## src/rtl/riscv_v_exe_seq.sv

```systemverilog
// Vector execute micro-op sequencer: splits one LMUL-grouped instruction into per-register ALU passes.
// Optional RISCV_V_SEQ_PERF_EN adds saturating busy/stall performance counters.
module riscv_v_exe_seq #(
  parameter int unsigned CTRL_W    = 64,
  parameter int unsigned REG_IDX_W = 5
) (
  input  logic                 clk,
  input  logic                 rst,
  input  logic                 in_valid,
  output logic                 in_ready,
  input  logic [REG_IDX_W-1:0] in_vd,
  input  logic [REG_IDX_W-1:0] in_vs1,
  input  logic [REG_IDX_W-1:0] in_vs2,
  input  logic [1:0]           in_lmul_log2,
  input  logic                 in_is_reduct,
  input  logic [CTRL_W-1:0]    in_ctrl,
  input  logic                 flush,
  output logic                 uop_valid,
  input  logic                 uop_ready,
  output logic [REG_IDX_W-1:0] uop_vd,
  output logic [REG_IDX_W-1:0] uop_vs1,
  output logic [REG_IDX_W-1:0] uop_vs2,
  output logic [CTRL_W-1:0]    uop_ctrl,
  output logic [2:0]           uop_idx,
  output logic                 uop_first,
  output logic                 uop_last,
  output logic                 uop_acc_fwd,
  output logic                 uop_wb_en,
  output logic                 done,
`ifdef RISCV_V_SEQ_PERF_EN
  output logic                 illegal,
  output logic [31:0]          perf_busy_cnt,
  output logic [31:0]          perf_stall_cnt
`else
  output logic                 illegal
`endif
);

  typedef enum logic {S_IDLE, S_RUN} state_t;

  state_t               r_state;
  logic [1:0]           r_lmul_log2;
  logic                 r_is_reduct;
  logic                 r_uop_valid;
  logic [REG_IDX_W-1:0] r_uop_vd;
  logic [REG_IDX_W-1:0] r_uop_vs1;
  logic [REG_IDX_W-1:0] r_uop_vs2;
  logic [CTRL_W-1:0]    r_uop_ctrl;
  logic [2:0]           r_idx;
  logic                 r_uop_first;
  logic                 r_uop_last;
  logic                 r_uop_acc_fwd;
  logic                 r_uop_wb_en;
  logic                 r_done;
  logic                 r_illegal;

  logic [REG_IDX_W-1:0] w_align_mask;
  logic                 w_misaligned;
  logic                 w_accept;
  logic                 w_hs;
  logic                 w_in_single;
  logic [2:0]           w_last_idx;
  logic [2:0]           w_idx_nxt;
  logic                 w_nxt_is_last;
  logic [REG_IDX_W-1:0] w_grp_step;

  assign in_ready = (r_state == S_IDLE);

  assign w_align_mask = REG_IDX_W'((32'd1 << in_lmul_log2) - 32'd1);
  // Reductions read vs1 as a single scalar register, so only vd and vs2 must be group-aligned.
  assign w_misaligned = (|(in_vd & w_align_mask)) | (|(in_vs2 & w_align_mask))
                      | (~in_is_reduct & (|(in_vs1 & w_align_mask)));
  assign w_accept     = in_valid & in_ready & ~flush;
  assign w_in_single  = (in_lmul_log2 == 2'd0);

  assign w_hs          = r_uop_valid & uop_ready;
  assign w_last_idx    = 3'((4'd1 << r_lmul_log2) - 4'd1);
  assign w_idx_nxt     = r_idx + 3'd1;
  assign w_nxt_is_last = (w_idx_nxt == w_last_idx);
  assign w_grp_step    = {{(REG_IDX_W-1){1'b0}}, ~r_is_reduct};

  always_ff @(posedge clk) begin
    if (rst) begin
      r_state       <= S_IDLE;
      r_lmul_log2   <= '0;
      r_is_reduct   <= 1'b0;
      r_uop_valid   <= 1'b0;
      r_uop_vd      <= '0;
      r_uop_vs1     <= '0;
      r_uop_vs2     <= '0;
      r_uop_ctrl    <= '0;
      r_idx         <= '0;
      r_uop_first   <= 1'b0;
      r_uop_last    <= 1'b0;
      r_uop_acc_fwd <= 1'b0;
      r_uop_wb_en   <= 1'b0;
      r_done        <= 1'b0;
      r_illegal     <= 1'b0;
    end else begin
      r_done    <= 1'b0;
      r_illegal <= 1'b0;
      if (flush) begin
        r_state     <= S_IDLE;
        r_uop_valid <= 1'b0;
      end else begin
        case (r_state)
          S_IDLE: begin
            if (w_accept) begin
              if (w_misaligned) begin
                r_illegal <= 1'b1;
              end else begin
                r_state       <= S_RUN;
                r_lmul_log2   <= in_lmul_log2;
                r_is_reduct   <= in_is_reduct;
                r_uop_valid   <= 1'b1;
                r_uop_vd      <= in_vd;
                r_uop_vs1     <= in_vs1;
                r_uop_vs2     <= in_vs2;
                r_uop_ctrl    <= in_ctrl;
                r_idx         <= '0;
                r_uop_first   <= 1'b1;
                r_uop_last    <= w_in_single;
                r_uop_acc_fwd <= 1'b0;
                r_uop_wb_en   <= ~in_is_reduct | w_in_single;
              end
            end
          end
          S_RUN: begin
            if (w_hs) begin
              if (r_uop_last) begin
                r_state     <= S_IDLE;
                r_uop_valid <= 1'b0;
                r_done      <= 1'b1;
              end else begin
                // Register indices advance incrementally; reductions keep vd/vs1 fixed.
                r_idx         <= w_idx_nxt;
                r_uop_vd      <= r_uop_vd + w_grp_step;
                r_uop_vs1     <= r_uop_vs1 + w_grp_step;
                r_uop_vs2     <= r_uop_vs2 + {{(REG_IDX_W-1){1'b0}}, 1'b1};
                r_uop_first   <= 1'b0;
                r_uop_last    <= w_nxt_is_last;
                r_uop_acc_fwd <= r_is_reduct;
                r_uop_wb_en   <= ~r_is_reduct | w_nxt_is_last;
              end
            end
          end
          default: begin
            r_state     <= S_IDLE;
            r_uop_valid <= 1'b0;
          end
        endcase
      end
    end
  end

  assign uop_valid   = r_uop_valid;
  assign uop_vd      = r_uop_vd;
  assign uop_vs1     = r_uop_vs1;
  assign uop_vs2     = r_uop_vs2;
  assign uop_ctrl    = r_uop_ctrl;
  assign uop_idx     = r_idx;
  assign uop_first   = r_uop_first;
  assign uop_last    = r_uop_last;
  assign uop_acc_fwd = r_uop_acc_fwd;
  assign uop_wb_en   = r_uop_wb_en;
  assign done        = r_done;
  assign illegal     = r_illegal;

`ifdef RISCV_V_SEQ_PERF_EN
  logic [31:0] r_busy_cnt;
  logic [31:0] r_stall_cnt;

  always_ff @(posedge clk) begin
    if (rst) begin
      r_busy_cnt  <= '0;
      r_stall_cnt <= '0;
    end else if (r_state == S_RUN) begin
      if (~&r_busy_cnt) r_busy_cnt <= r_busy_cnt + 32'd1;
      if (~uop_ready && ~&r_stall_cnt) r_stall_cnt <= r_stall_cnt + 32'd1;
    end
  end

  assign perf_busy_cnt  = r_busy_cnt;
  assign perf_stall_cnt = r_stall_cnt;
`endif

endmodule

```

## config.mk

```make
export PLATFORM = sky130hd
export DESIGN_NAME = riscv_v_exe_seq
export DESIGN_NICKNAME = d
export VERILOG_FILES = /design/src/rtl/riscv_v_exe_seq.sv
export SDC_FILE = /design/constraint.sdc
export NUM_CORES = 1
export LEC_CHECK = 0
export BUFFER_PORTS_ARGS = -buffer_cell sky130_fd_sc_hd__buf_2
export CAP_MARGIN = 20
export CORE_MARGIN = 5
export CORE_UTILIZATION = 33
export DETAILED_ROUTE_END_ITERATION = 7
export PLACE_DENSITY = 0.63
export SLEW_MARGIN = 10
export SYNTH_ARGS = -nofsm -noshare
export SYNTH_HDL_FRONTEND = slang
export SYNTH_SLANG_ARGS = --single-unit
```

## constraint.sdc

```tcl
create_clock -name clk -period 4.1 [get_ports clk]
set_input_delay 0.82 -clock clk [delete_from_list [all_inputs] [get_ports clk]]
set_output_delay 0.82 -clock clk [all_outputs]
set_load 0.02 [all_outputs]
```

==> results of run 1 <==
path summary, 6_finish.rpt:
kind	start	endpoint	slack, ns	cells past startpoint
max	in_lmul_log2[0]	uop_ctrl[50]$_SDFFE_PP0P_	1.03	9
max reg2reg	r_state$_SDFF_PP0_	uop_wb_en$_SDFFE_PP0P_	1.32	5
min	uop_ctrl[39]$_SDFFE_PP0P_	uop_ctrl[39]$_SDFFE_PP0P_	0.47	2
min reg2reg	uop_ctrl[39]$_SDFFE_PP0P_	uop_ctrl[39]$_SDFFE_PP0P_	0.47	2
kinds of logic after synthesis:
family          synth area share, %
compound gates                 26.9
simple gates                   18.0
flops                          46.1
buf+inv                        5.15
fa+ha+maj                      2.17
mux                            1.49
xor+xnor                      0.217
flip-flops by register name, indices dropped and copies added, names as in the netlist, 2 cells and up:
| signal | flops |
|---|---|
| uop_vd | 5 |
| uop_ctrl | 64 |
| uop_idx | 3 |
| uop_vs2 | 5 |
| uop_vs1 | 5 |
| r_lmul_log2 | 2 |
through the flow:
step                instance area (sq um)  hold WS (ns)  std cells
detailed placement                   4980         0.465        769
global placement                     4980         0.459        769
finish                               5300         0.472        785
global route                         5300         0.492        785
floorplan                            4040         0.457        484
CTS                                  5300         0.474        785
power by group through the flow:
stage	Combinational, mW	Clock [mW]	Sequential, mW
2_1_floorplan	0.0918	0	0.961
3_3_place_gp	0.190	0	0.946
3_5_place_dp	0.192	0	0.947
4_1_cts	0.193	0.915	0.926
5_1_grt	0.211	0.945	0.927
6_report	0.193	0.897	0.926
per-layer routing:
layer	GRT usage [%]	vias to the layer above	share of wire [%]	wire, um
met4	6.59	0	1.6	207
met1	21.9	2008	45	5860
met3	4.02	14	7.1	914
li1	-	2089	-	-
met5	0	-	0	0
met2	27.6	165	46	5940
cells in the mapped netlist (all sizes together):
master,number
a211o,1
a211oi,16
a21boi,2
a21oi,77
a221o,9
a31o,1
and2,1
and3,1
buf,8
clkbuf,37
dfxtp,93
ha,7
inv,6
mux2i,6
nand2,7
nand2b,8
nand3,88
nand3b,4
nand4b,1
nor2,12
nor3,3
nor3b,1
nor4,3
nor4b,1
nor4bb,1
o2111ai,1
o211ai,2
o21ai,73
o221ai,1
o31ai,6
or2,1
or3,2
or4,2
or4b,1
xor2,1
critical path, stage by stage:
cell                        delay [ns]
sky130_fd_sc_hd__buf_2            0.14
sky130_fd_sc_hd__or2_2            0.30
sky130_fd_sc_hd__ha_1             0.32
sky130_fd_sc_hd__nand2b_1         0.15
sky130_fd_sc_hd__o2111ai_1        0.17
sky130_fd_sc_hd__a211o_2          0.71
sky130_fd_sc_hd__buf_4            0.40
sky130_fd_sc_hd__o21ai_0          0.12
sky130_fd_sc_hd__a21oi_1          0.16
final cells by class:
| type | instances | area [sq um] | share of cell area [%] |
|---|---|---|---|
| repair buffers | 183 | 933 | 17.6 |
| multi-input cells | 340 | 1980 | 37.4 |
| inverters | 6 | 22.5 | 0.425 |
| flip-flops and latches | 93 | 1860 | 35.1 |
| clock inverters | 6 | 87.6 | 1.65 |
| well taps | 147 | 184 | 3.47 |
| clock buffers | 10 | 229 | 4.32 |
==> impl_metrics.env, run 1 <==
export IMPL_slew_limit_headroom_pct=40.6
export IMPL_max_cap_violations=0
export IMPL_seq_area_frac_synth_pct=46.1
export IMPL_path_type_of_the_worst_min_delay_path="flop to flop"
export IMPL_net_switching_share_of_the_total_power_pct=24.8
export IMPL_drtAntennaViolNets=0
export IMPL_cp_start_kind="input pin"
export IMPL_die_x_um=121
export IMPL_num_vias=4276
export IMPL_postSynthAreaPerCell_sq_um=8.34
export IMPL_layout_commonest_cell="sky130_fd_sc_hd__buf_2"
export IMPL_synth_cell_area_sq_um=4040
export IMPL_vias_in_the_first_global_route=4127
export IMPL_comb_power_share_pct=9.6
export IMPL_numPortBuffers=176
export IMPL_p_switching_uw=500
export IMPL_clock_sinks=93
export IMPL_drc=0
export IMPL_cts_htree_levels=3
export IMPL_outcome="finished clean"
export IMPL_synth_net_count=578
export IMPL_routedWlPerCell_um=16.5
export IMPL_die_area_sq_um=14500
export IMPL_nNetsFinal=727
export IMPL_p_leak_nw=2.18
export IMPL_cp_required_ns=4.37
export IMPL_grt_setup_unrepaired="false"
export IMPL_worst_setup_hold_path_clk_slew_ns=0.06
export IMPL_wire_length_of_the_first_global_routing_pass_um=20300
export IMPL_design_power_total_mw=2.02
export IMPL_mean_number_of_vias_per_cell=5.45
export IMPL_synth_area_leaders="sky130_fd_sc_hd__dfxtp_1 (46%), sky130_fd_sc_hd__nand3_1 (11%), sky130_fd_sc_hd__a21oi_1 (9.6%)"
export IMPL_starting_density_of_the_core_pct=33.6
export IMPL_worst_skew_pair_late_latency_ns=0.34
export IMPL_die_height_um=121
export IMPL_grt_start_max_net_pins=47
export IMPL_netlist_area_leader_share_pct=46.1
export IMPL_fin_crit_ns=3.07
export IMPL_post_cts_resized=0
export IMPL_share_of_power_burned_in_registers_pct=45.9
export IMPL_power_report_internal_total_mw=1.52
export IMPL_postSynthCellCount=484
export IMPL_boundary_pin_count=177
export IMPL_post_route_util_pct=44.1
export IMPL_drt_initial_drc_count=301
export IMPL_worst_slew_pin_slew_ns=0.890
export IMPL_yosys_warning_total=0
export IMPL_layout_worst_path_cycle_share_pct=74.9
export IMPL_vdd_drop_max_v=0.000153
export IMPL_gp_congestion=0.787
export IMPL_root_buffer="sky130_fd_sc_hd__clkbuf_16"
export IMPL_grt_ovfl_total=0
export IMPL_wl_um=12900
export IMPL_grt_util_all_layers_pct=17.0
export IMPL_place_ws_ns=0.707
export IMPL_yosys_register_bits=93
export IMPL_layout_cells_most_common_list="sky130_fd_sc_hd__buf_2 (176), sky130_fd_sc_hd__dfxtp_1 (93), sky130_fd_sc_hd__nand3_1 (87)"
export IMPL_placementRows=40
export IMPL_synth_cell_types=42
export IMPL_grt_antenna_before_repair=0
export IMPL_cts_tree="yes"
export IMPL_drt_pre_antenna_iters=5
export IMPL_hpwlAfterDp_um=8950
export IMPL_fin_setup_tns_ns=0
export IMPL_cts_path_max_buffers=2
export IMPL_final_setup_viol_count=0
export IMPL_cp_max_fo=45
export IMPL_num_antenna_cells=0
export IMPL_hold_viol_final=0
export IMPL_worstSetupEndpointType="flop"
export IMPL_holdBufCountCts=0
export IMPL_timing_clock_skew_ns=0.00697
export IMPL_power_per_cell_area_nw_per_um2=380
export IMPL_fill_cells=1204
export IMPL_slew_viol_final=0
export IMPL_placeableCoreArea_sq_um=12000
export IMPL_arrival_ns=3.34
export IMPL_setup_worst_path_class="input pin to flop"
export IMPL_clock_fmax_mhz=326
export IMPL_numCtsBuffers=9
export IMPL_share_clk_of_total_power_pct=44.5
export IMPL_synthToLayoutAreaGrowth_pct=31.3
export IMPL_layout_drive_gt1_share_pct=32.8
export IMPL_layout_setup_ws_ns=1.03
export IMPL_postCtsSetupBuffers=0
export IMPL_synth_largest_area_cell="sky130_fd_sc_hd__dfxtp_1"
Note: power is estimated with default switching activity, not from simulation.
==> run 2: changes to the inputs <==
clock period = 3.1 ns   (was 4.1 ns; I/O delays follow)
==> impl_metrics.env, run 2 (same netlist as run 1, synthesis figures left out) <==
export IMPL_comb_power_share_pct=10.6
export IMPL_gp_congestion=0.793
export IMPL_grt_ovfl_total=0
export IMPL_layout_commonest_cell="sky130_fd_sc_hd__buf_2"
export IMPL_worst_hold_path_endpoint="uop_ctrl[50]$_SDFFE_PP0P_"
export IMPL_r2r_cells=5
export IMPL_detailed_place_area_sq_um=5020
export IMPL_worst_slew_pin_slew_ns=0.826
export IMPL_drtAntennaViolNets=0
export IMPL_layout_drive_gt1_share_pct=33.0
export IMPL_grt_setup_unrepaired="false"
export IMPL_layout_cells_most_common_list="sky130_fd_sc_hd__buf_2 (176), sky130_fd_sc_hd__dfxtp_1 (93), sky130_fd_sc_hd__nand3_1 (87)"
export IMPL_grt_start_max_net_pins=79
export IMPL_power_per_cell_area_nw_per_um2=469
export IMPL_cts_path_max_buffers=2
export IMPL_final_hold_worst_slack_ns=0.474
export IMPL_worst_setup_hold_path_clk_slew_ns=0.06
export IMPL_share_of_power_burned_in_registers_pct=49.4
export IMPL_path_type_of_the_worst_min_delay_path="flop to flop"
export IMPL_layout_worst_path_cycle_share_pct=84.3
export IMPL_reg2reg_setup_slack_ns=0.98
export IMPL_post_cts_resized=0
export IMPL_nNetsFinal=729
export IMPL_design_power_total_mw=2.48
export IMPL_routedWlPerCell_um=16.1
export IMPL_wl_um=12700
export IMPL_boundary_pin_count=177
export IMPL_largest_register_ffs=64
export IMPL_die_x_um=121
export IMPL_num_vias=4284
export IMPL_numPortBuffers=176
export IMPL_p_switching_uw=638
export IMPL_placementRows=40
export IMPL_cp_start_kind="input pin"
export IMPL_drt_initial_drc_count=273
export IMPL_cp_max_fo=34
export IMPL_synthToLayoutAreaGrowth_pct=30.9
export IMPL_hold_path_depth=2
export IMPL_vias_in_the_first_global_route=4144
export IMPL_critical_path_slowest_cell="sky130_fd_sc_hd__a211o_2"
export IMPL_outcome="finished clean"
export IMPL_num_antenna_cells=0
export IMPL_worstSetupEndpointType="flop"
export IMPL_timing_clock_skew_ns=0.00735
export IMPL_drt_pre_antenna_iters=4
export IMPL_cp_required_ns=3.30
export IMPL_vdd_drop_max_v=0.000191
export IMPL_die_height_um=121
export IMPL_net_switching_share_of_the_total_power_pct=25.7
export IMPL_share_clk_of_total_power_pct=40.0
export IMPL_setup_worst_path_class="input pin to flop"
export IMPL_fin_setup_tns_ns=0
export IMPL_numCtsBuffers=9
export IMPL_sequential_cell_area_sq_um=1860
export IMPL_p_leak_nw=2.19
export IMPL_grt_util_all_layers_pct=16.9
export IMPL_power_report_internal_total_mw=1.84
export IMPL_timing_critical_path_buf_inv=2
export IMPL_final_setup_viol_count=0
export IMPL_final_design_area_no_fill_sq_um=5280
export IMPL_multi_input_logic_area_sq_um=1980
export IMPL_mean_number_of_vias_per_cell=5.44
export IMPL_crit_chain="buf_2, or2_2, ha_1, nand2b_1, o2111ai_1, a211o_2, buf_4, o21ai_0, a21oi_1"
export IMPL_hold_viol_final=0
export IMPL_die_area_sq_um=14500
export IMPL_placeableCoreArea_sq_um=12000
export IMPL_post_route_util_pct=44.0
export IMPL_root_buffer="sky130_fd_sc_hd__clkbuf_16"
export IMPL_max_cap_violations=0
export IMPL_starting_density_of_the_core_pct=33.6
export IMPL_slew_viol_final=0
export IMPL_crit_family="compound AO/OA/AOI/OAI gates"
export IMPL_cts_htree_levels=3
export IMPL_critPathMaxStageDelay_ns=0.53
export IMPL_timing_hold_worst_start="uop_ctrl[50]$_SDFFE_PP0P_"
export IMPL_hpwlAfterDp_um=8780
export IMPL_fill_cells=1208
export IMPL_r2r_end="uop_idx[2]$_SDFFE_PP0P_"
export IMPL_worst_skew_pair_late_latency_ns=0.34
export IMPL_drc=0
export IMPL_slew_limit_headroom_pct=44.9
export IMPL_cell_depth_of_the_worst_setup_path=9
export IMPL_grt_antenna_before_repair=0
export IMPL_clock_fmax_mhz=383
export IMPL_arrival_ns=2.82
export IMPL_holdBufCountCts=0
export IMPL_worstReg2RegStart="r_state$_SDFF_PP0_"
export IMPL_wire_length_of_the_first_global_routing_pass_um=20200
export IMPL_clock_sinks=93
export IMPL_fin_crit_ns=2.61
export IMPL_cts_tree="yes"
export IMPL_postCtsSetupBuffers=0
## run 2: changes by cell type in the layout (fill, tap and decap cells not counted)
| cell | delta |
|---|---|
| sky130_fd_sc_hd__clkinv_2 | +5 |
| sky130_fd_sc_hd__buf_12 | +2 |
| sky130_fd_sc_hd__clkinvlp_4 | -3 |
| sky130_fd_sc_hd__bufinv_16 | -2 |
## run 2: worst max path at each step
stage | startpoint | to | slack (ns)
5_1_grt | in_lmul_log2[0] | uop_ctrl[10]$_SDFFE_PP0P_ | 0.32
2_1_floorplan | in_lmul_log2[1] | uop_vd[3]$_SDFFE_PP0P_ | 0.61
4_1_cts | in_lmul_log2[0] | uop_ctrl[49]$_SDFFE_PP0P_ | 0.51
6_report | in_lmul_log2[0] | uop_ctrl[49]$_SDFFE_PP0P_ | 0.49
3_3_place_gp | in_lmul_log2[0] | r_lmul_log2[1]$_SDFFE_PP0P_ | 0.25
3_5_place_dp | in_lmul_log2[0] | uop_ctrl[49]$_SDFFE_PP0P_ | 0.15
## run 2: worst min-delay path, stage by stage, from the launching register on
cell                      delay, ns
sky130_fd_sc_hd__dfxtp_1       0.30
sky130_fd_sc_hd__o21ai_0       0.06
sky130_fd_sc_hd__a21oi_1       0.06
## run 2: routing by layer
metal	wire length, um	vias to the layer above	GRT usage (%)
li1	-	2100	-
met1	5790	2020	22.3
met2	5870	152	26.8
met3	913	12	4.72
met4	116	0	5.10
met5	0	-	0
## run 2: power by group through the flow
stage | registers, mW | clock network, mW | logic (mW)
6_report | 1.22 | 0.991 | 0.261
2_1_floorplan | 1.27 | 0 | 0.121
3_5_place_dp | 1.25 | 0 | 0.262
5_1_grt | 1.23 | 1.06 | 0.285
3_3_place_gp | 1.25 | 0 | 0.257
4_1_cts | 1.22 | 1.03 | 0.263
## run 2: final cells by class
type / count / share of cell area, %
clock buffer: 10 / 4.34
clock inverter: 6 / 0.569
timing repair buffer: 185 / 18.4
sequential: 93 / 35.3
multi-input combinational: 340 / 37.5
inverter: 6 / 0.426
tap: 147 / 3.48
## run 2: metrics by stage
stage,cells,worst slack [ns]
3_5_place_dp,771,0.150
6_report,787,0.486
5_1_grt,787,0.315
4_1_cts,787,0.511
3_3_place_gp,771,0.249
2_1_floorplan,484,0.608
==> run 3: changes to the inputs <==
clock period = 2.72 ns   (was 3.1 ns; I/O delays follow)
==> impl_metrics.env, run 3 (same netlist as run 1, synthesis figures left out) <==
export IMPL_hold_path_depth=2
export IMPL_gp_congestion=0.809
export IMPL_synthToLayoutAreaGrowth_pct=34.0
export IMPL_layout_setup_ws_ns=0.337
export IMPL_layout_cells_most_common_list="sky130_fd_sc_hd__buf_2 (176), sky130_fd_sc_hd__dfxtp_1 (93), sky130_fd_sc_hd__nand3_1 (87)"
export IMPL_outcome="finished clean"
export IMPL_drt_initial_drc_count=290
export IMPL_numPortBuffers=176
export IMPL_worstSetupEndpointType="flop"
export IMPL_root_buffer="sky130_fd_sc_hd__clkbuf_16"
export IMPL_placeableCoreArea_sq_um=12000
export IMPL_cp_max_fo=36
export IMPL_layout_worst_path_cycle_share_pct=87.6
export IMPL_grt_util_all_layers_pct=17.3
export IMPL_numCtsBuffers=9
export IMPL_path_type_of_the_worst_min_delay_path="input pin to flop"
export IMPL_worst_hold_path_endpoint="uop_vd[3]$_SDFFE_PP0P_"
export IMPL_hold_viol_final=0
export IMPL_vdd_drop_max_v=0.000241
export IMPL_worst_slew_pin_slew_ns=0.444
export IMPL_place_ws_ns=-0.000894
export IMPL_routedWlPerCell_um=16.0
export IMPL_power_per_cell_area_nw_per_um2=547
export IMPL_post_route_util_pct=45.0
export IMPL_hpwlAfterDp_um=9070
export IMPL_num_antenna_cells=0
export IMPL_post_cts_resized=0
export IMPL_timing_clock_skew_ns=0.00651
export IMPL_detailed_place_area_sq_um=5110
export IMPL_grt_ovfl_total=0
export IMPL_r2r_cells=6
export IMPL_cp_required_ns=2.98
export IMPL_worst_setup_hold_path_clk_slew_ns=0.07
export IMPL_clock_sinks=93
export IMPL_worstReg2RegStart="uop_idx[0]$_SDFFE_PP0P_"
export IMPL_grt_start_max_net_pins=41
export IMPL_cts_path_max_buffers=2
export IMPL_arrival_ns=2.64
export IMPL_r2r_end="uop_wb_en$_SDFFE_PP0P_"
export IMPL_layout_drive_gt1_share_pct=33.8
export IMPL_postCtsSetupBuffers=0
export IMPL_fin_setup_tns_ns=0
export IMPL_final_design_area_no_fill_sq_um=5410
export IMPL_fin_crit_ns=2.38
export IMPL_wire_length_of_the_first_global_routing_pass_um=20600
export IMPL_cts_tree="yes"
export IMPL_setup_worst_path_class="input pin to flop"
export IMPL_max_cap_violations=0
export IMPL_num_vias=4247
export IMPL_grt_setup_unrepaired="false"
export IMPL_boundary_pin_count=177
export IMPL_drtAntennaViolNets=0
export IMPL_nNetsFinal=738
export IMPL_grt_antenna_before_repair=0
export IMPL_holdBufCountCts=0
export IMPL_cts_htree_levels=3
export IMPL_fill_cells=1211
export IMPL_drc=0
export IMPL_die_height_um=121
export IMPL_final_setup_viol_count=0
export IMPL_die_x_um=121
export IMPL_layout_commonest_cell="sky130_fd_sc_hd__buf_2"
export IMPL_multi_input_logic_area_sq_um=1980
export IMPL_wl_um=12700
export IMPL_slew_limit_headroom_pct=70.4
export IMPL_cp_start_kind="input pin"
export IMPL_worst_skew_pair_late_latency_ns=0.34
export IMPL_drt_pre_antenna_iters=4
export IMPL_starting_density_of_the_core_pct=33.6
export IMPL_die_area_sq_um=14500
export IMPL_vias_in_the_first_global_route=4095
export IMPL_p_leak_nw=2.25
export IMPL_slew_viol_final=0
export IMPL_timing_hold_worst_start="in_vd[3]"
export IMPL_reg2reg_setup_slack_ns=0.60
export IMPL_mean_number_of_vias_per_cell=5.34
export IMPL_clock_fmax_mhz=420
export IMPL_final_hold_worst_slack_ns=0.430
export IMPL_placementRows=40
export IMPL_largest_register_ffs=64
export IMPL_sequential_cell_area_sq_um=1860
run 3: worst max path at each step:
stage,from,to,slack [ns]
detailed placement,in_lmul_log2[1],uop_last$_SDFFE_PP0P_,-0.0009
floorplan,in_lmul_log2[1],uop_vd[3]$_SDFFE_PP0P_,0.30
global placement,in_lmul_log2[1],uop_vs2[3]$_SDFFE_PP0P_,0.07
global route,in_lmul_log2[1],uop_last$_SDFFE_PP0P_,0.16
CTS,in_lmul_log2[1],uop_last$_SDFFE_PP0P_,0.35
finish,in_lmul_log2[1],uop_last$_SDFFE_PP0P_,0.34
run 3: stage by stage:
step | instances | total power [mW]
6_report | 795 | 2.96
5_1_grt | 795 | 3.09
4_1_cts | 795 | 3.01
3_5_place_dp | 780 | 1.74
3_3_place_gp | 780 | 1.73
2_1_floorplan | 484 | 1.59
run 3: power by group:
part / switching [mW] / leakage [nW] / internal (mW) / total [mW]
logic: 0.196 / 1.36 / 0.117 / 0.313
clock network: 0.519 / 0.145 / 0.731 / 1.25
registers: 0.0132 / 0.750 / 1.38 / 1.40
run 3: area by class of cell:
class / instances / share of cell area (%)
clock buffers: 11 / 4.49
clock inverters: 4 / 0.903
inverters: 6 / 0.417
multi-input cells: 340 / 36.6
flip-flops and latches: 93 / 34.4
well taps: 147 / 3.40
repair buffers: 194 / 19.7
run 3: routing by layer:
| metal | GRT usage, % | vias up | wire length (um) |
|---|---|---|---|
| met1 | 22.9 | 1975 | 5760 |
| met5 | 0 | - | 0 |
| met3 | 4.16 | 10 | 924 |
| met4 | 6.02 | 0 | 160 |
| li1 | - | 2116 | - |
| met2 | 27.5 | 146 | 5900 |
run 3: worst max-delay path, stage by stage:
cell and delay (ns):
sky130_fd_sc_hd__buf_2 0.10, sky130_fd_sc_hd__or2_2 0.30, sky130_fd_sc_hd__ha_1 0.31, sky130_fd_sc_hd__nand2b_1 0.11
sky130_fd_sc_hd__o2111ai_1 0.19, sky130_fd_sc_hd__a211oi_4 0.33, sky130_fd_sc_hd__buf_4 0.23, sky130_fd_sc_hd__buf_12 0.20
sky130_fd_sc_hd__nand2_1 0.11, sky130_fd_sc_hd__a211oi_1 0.21
